`src/rtl/adder_rr_scheduler.sv`:
```
// adder_rr_scheduler: round-robin sharing of one single-outstanding adder; ports clk/rst, req_* operand and rsp_* result handshakes per requester (packed slices, shared rsp_data), add_*/res_* adder handshakes, grant_id owner, busy, err_timeout watchdog pulse built only with ADDER_RR_SCHEDULER_TIMEOUT_EN
module adder_rr_scheduler #(
  parameter int NUM_REQ = 4,
  parameter int WIDTH = 8,
  parameter int TIMEOUT = 64
) (
  input  logic                       clk,
  input  logic                       rst,
  input  logic [NUM_REQ-1:0]         req_valid,
  output logic [NUM_REQ-1:0]         req_ready,
  input  logic [NUM_REQ*WIDTH-1:0]   req_a,
  input  logic [NUM_REQ*WIDTH-1:0]   req_b,
  output logic [NUM_REQ-1:0]         rsp_valid,
  input  logic [NUM_REQ-1:0]         rsp_ready,
  output logic [WIDTH:0]             rsp_data,
  output logic                       add_valid,
  input  logic                       add_ready,
  output logic [WIDTH-1:0]           add_a,
  output logic [WIDTH-1:0]           add_b,
  input  logic                       res_valid,
  output logic                       res_ready,
  input  logic [WIDTH:0]             res_data,
  output logic [$clog2(NUM_REQ)-1:0] grant_id,
  output logic                       busy,
  output logic                       err_timeout
);
  localparam int GW = $clog2(NUM_REQ);
  typedef enum logic [1:0] {IDLE, ISSUE, WAIT, RETURN} state_t;
  state_t state, state_next;
  logic [GW-1:0] last_grant, winner, idx;
  logic [NUM_REQ-1:0] gnt_oh;
  logic any_req, timeout;
  assign any_req = |req_valid;
  assign gnt_oh = NUM_REQ'(1) << grant_id;
  always_comb begin
    winner = last_grant;
    idx = '0;
    for (int k = NUM_REQ; k >= 1; k--) begin
      idx = GW'((int'(last_grant) + k) % NUM_REQ);
      if (req_valid[idx]) winner = idx;
    end
  end
  always_comb begin
    state_next = state;
    case (state)
      IDLE:    state_next = any_req ? ISSUE : IDLE;
      ISSUE:   state_next = add_ready ? WAIT : ISSUE;
      WAIT:    state_next = res_valid ? RETURN : WAIT;
      RETURN:  state_next = rsp_ready[grant_id] ? IDLE : RETURN;
      default: state_next = IDLE;
    endcase
    if (timeout) state_next = RETURN;
  end
  always_comb begin
    req_ready = (state == IDLE && any_req) ? NUM_REQ'(1) << winner : '0;
  end
  always_ff @(posedge clk) begin
    if (rst) begin
      state      <= IDLE;
      last_grant <= GW'(NUM_REQ - 1);
      grant_id   <= '0;
      add_valid  <= 1'b0;
      add_a      <= '0;
      add_b      <= '0;
      res_ready  <= 1'b0;
      rsp_valid  <= '0;
      rsp_data   <= '0;
      busy       <= 1'b0;
    end else begin
      state <= state_next;
      busy  <= state_next != IDLE;
      if (state == IDLE && any_req) begin
        add_a     <= req_a[winner*WIDTH +: WIDTH];
        add_b     <= req_b[winner*WIDTH +: WIDTH];
        grant_id  <= winner;
        add_valid <= 1'b1;
      end
      if (state == ISSUE && add_ready) begin
        add_valid <= 1'b0;
        res_ready <= 1'b1;
      end
      if (state == WAIT && res_valid) begin
        rsp_data  <= res_data;
        res_ready <= 1'b0;
        rsp_valid <= gnt_oh;
      end
      if (state == RETURN && rsp_ready[grant_id]) begin
        rsp_valid  <= '0;
        last_grant <= grant_id;
      end
      if (timeout) begin
        add_valid <= 1'b0;
        res_ready <= 1'b0;
        rsp_data  <= '1;
        rsp_valid <= gnt_oh;
      end
    end
  end
`ifdef ADDER_RR_SCHEDULER_TIMEOUT_EN
  localparam int CW = $clog2(TIMEOUT + 1);
  logic [CW-1:0] wd_cnt;
  // counter sits at zero in IDLE/RETURN, so ISSUE always starts from zero
  assign timeout = (state == ISSUE || state == WAIT) && wd_cnt == CW'(TIMEOUT - 1);
  always_ff @(posedge clk) begin
    if (rst) begin
      wd_cnt      <= '0;
      err_timeout <= 1'b0;
    end else begin
      wd_cnt      <= (state == ISSUE || state == WAIT) ? wd_cnt + 1'b1 : '0;
      err_timeout <= timeout;
    end
  end
`else
  logic unused_timeout;
  assign unused_timeout = ^TIMEOUT;
  assign timeout = 1'b0;
  assign err_timeout = 1'b0;
`endif
endmodule
```
`config.mk`:
```
export PLATFORM = sky130hd
export DESIGN_NAME = adder_rr_scheduler
export DESIGN_NICKNAME = d
export VERILOG_FILES = /design/src/rtl/adder_rr_scheduler.sv
export SDC_FILE = /design/constraint.sdc
export NUM_CORES = 1
export LEC_CHECK = 0
export BUFFER_PORTS_ARGS = -buffer_cell sky130_fd_sc_hd__buf_2
export CAP_MARGIN = 30
export CORE_UTILIZATION = 40
export DETAILED_ROUTE_END_ITERATION = 8
export PLACE_DENSITY_LB_ADDON = 0.25
export SLEW_MARGIN = 5
export SYNTH_ARGS = -nofsm -noshare
export SYNTH_HDL_FRONTEND = slang
export SYNTH_SLANG_ARGS = --single-unit
```
`constraint.sdc`:
```
create_clock -name clk -period 1.6 [get_ports clk]
set_input_delay 0.16 -clock clk [delete_from_list [all_inputs] [get_ports clk]]
set_output_delay 0.16 -clock clk [all_outputs]
set_load 0.1 [all_outputs]
```
==> metrics.csv <==
metric,value,unit
grt_max_degree,22,
boundaryPins,124,
fp.dieH,76.1,µm
p_total,3.56,mW
rrSetupSlack,-0.07,ns
start_util,0.422,
first_global_vias,2440,
period_minus_slack,1.74,ns
min_from,res_data[6],
yosysSeqAreaShare,0.346,
grt_usage,0.234,
tritoncts,built,
gp_congestion,0.827,
postSynthAreaPerCell,8.65,µm²
async_reset_ff_frac,0,
hold_viol,0,
dieArea,0.00579,mm²
yosysMostFrequentCell,nand2_1,
worstSkewPairLatency,0.29,ns
cpMostUsedCell,nand2_4,
routedWlPerCell,14.4,µm
ys_top_cells_by_count,"45 x nand2_1, 38 x dfxtp_1, 16 x mux2i_1, 16 x nand4_1, 16 x o31ai_1",
synthFlopType,dfxtp_1,
worstReg2RegEnd,add_b[2],
numCtsBuffers,5,
grt_overflow,0,
core_area,0.00520,mm²
setup_slack,-0.143,ns
finalCritPeriodShare,1.09,
cp_slowest_stage_delay,0.40,ns
clkSinkCount,38,
chipWidth,76.1,µm
drive_above_1_share,0.523,
antenna_found_initial,0,
arrival,1.58,ns
finalSetupTns,-1.20,ns
min_to,rsp_data[6],
port_buffers,122,
synth_top_area_frac,0.346,
cts_hold_buf,0,
synth_top_area_cell,dfxtp_1,
place.detailed.hpwl,4710,µm
cts_max_level,2,
violations,setup timing,
yosys-top-cells-area,"dfxtp_1 35%, nand2_1 7.7%, mux2i_1 7.3%",
syn_nets,339,
p_leak,1.57,nW
clock_path_buffers,2,
path_class,register to primary output,
path_clk_slew,0.08,ns
drv_slew,0,
whs,0.103,ns
status,finished with violations,
required,1.44,ns
postRouteWirelength,6590,µm
ant_nets,0,
cap_violations,0,
fin_util,0.650,
rr_worst_depth,7,
drt_iter0_drc,97,
crit_path_end_kind,primary output,
ys_types,42,
grt_setup_unrepaired,yes,
slowest_stage,or3_4,
vias,2401,
syn_inst,254,
num_antenna_cells,0,
min_path_type,input pin to register,
r2r-start,last_grant[0],
crit_path_start_kind,register,
synth_seq_cells,38,
nets,472,
path_cells,nor2b_4 -> or3_4 -> nand2_4 -> nand2_4 -> nor2_4 -> buf_12,
setup_viol,20,
yosysWarnings,0,
crit_fanout,5,
p_per_area,1050,mW/mm²
worstHoldPathCells,3,
cts-root-buf,clkbuf_8,
max_freq,0.574,GHz
placement_rows,26,
fin_skew,0.00663,ns
vdd_ir_drop_max,0.000721,V
drt-pass1-iter-count,4,
route.detailed.drc,0,
syn_to_final_growth,53.9,%
syn-cell-area,0.00220,mm²
grt_pass1_wl,11000,µm
synth_edf_count,0,
via_per_inst,5.24,
[sequential cells by signal, summed over array words and instances (netlist names), 2 cells and up]
name / count
rsp_valid: 4
state: 2
add_a: 8
rsp_data: 9
grant_id: 2
add_b: 8
last_grant: 2
[report_power, final]
part,internal [mW],switching (mW)
logic,0.455,1.08
clock network,0.562,0.364
registers,1.04,0.0560
total,2.06,1.50
[cells in the final DEF, fill, tap and decap left out, drive strengths merged]
master / count
buf: 148
or3: 2
o21bai: 1
nand2: 45
o21a: 1
mux4: 1
o21ba: 1
o21ai: 3
a21bo: 16
nor3: 2
a21oi: 15
nand3b: 1
nand2b: 1
bufinv: 1
dfxtp: 38
or2: 3
a22oi: 1
and2: 1
conb: 1
a211o: 3
o31ai: 16
inv: 2
a31oi: 1
mux2i: 16
clkinv: 1
nor2: 15
clkbuf: 6
a211oi: 4
o211ai: 16
nand4: 16
nor2b: 5
nand3: 5
[repair_timing]
action / CTS / global route
pin swaps: 4 / 0
setup buffers: 6 / 0
endpoints found under the setup margin: 20 / 20
resized for setup: 10 / 4
[through the flow]
stage | instance area (µm²) | cells | worst slack, ns
finish | 3380 | 458 | -0.143
detailed placement | 3150 | 445 | -0.0657
global route | 3380 | 458 | -0.189
global placement | 3150 | 445 | -0.00358
CTS | 3370 | 458 | -0.152
floorplan | 2320 | 254 | -0.118
[worst max path at each step]
stage,start,to
3_3_place_gp,last_grant[0],add_b[6]
4_1_cts,last_grant[0],req_ready[3]
6_report,last_grant[0],req_ready[3]
3_5_place_dp,last_grant[0],add_b[6]
5_1_grt,last_grant[0],req_ready[3]
2_1_floorplan,last_grant[0],req_ready[1]
[final cells by class]
type                            instances  area (µm²)
Fill cell                             458        1820
Tap cell                               70        87.6
Clock inverter                          2        38.8
Sequential cell                        38         774
Timing Repair Buffer                  148         928
Inverter                                2        7.51
Clock buffer                            6        93.8
Multi-Input combinational cell        192        1450
[cells by family after synthesis]
logic type,Yosys count,synth area share
simple gates,96,0.208
compound gates,78,0.299
flops,38,0.346
buf+inv,24,0.0615
mux,17,0.0831
other cells,1,0.00171
[worst max-delay path: cells and delay by family, from the launching register on]
kind                   cells  cell delay [ns]
buffers and inverters      1             0.18
AND/OR/NAND/NOR            5             0.72
flip-flops                 1             0.39
[layer usage]
layer	vias up	wire length (µm)	global-route usage
met5	-	0	0
met4	0	46	0.0615
met3	4	423	0.0563
met2	87	3240	0.404
met1	1112	2880	0.290
li1	1198	-	-
No activity file was read; power rests on OpenSTA's default activity.
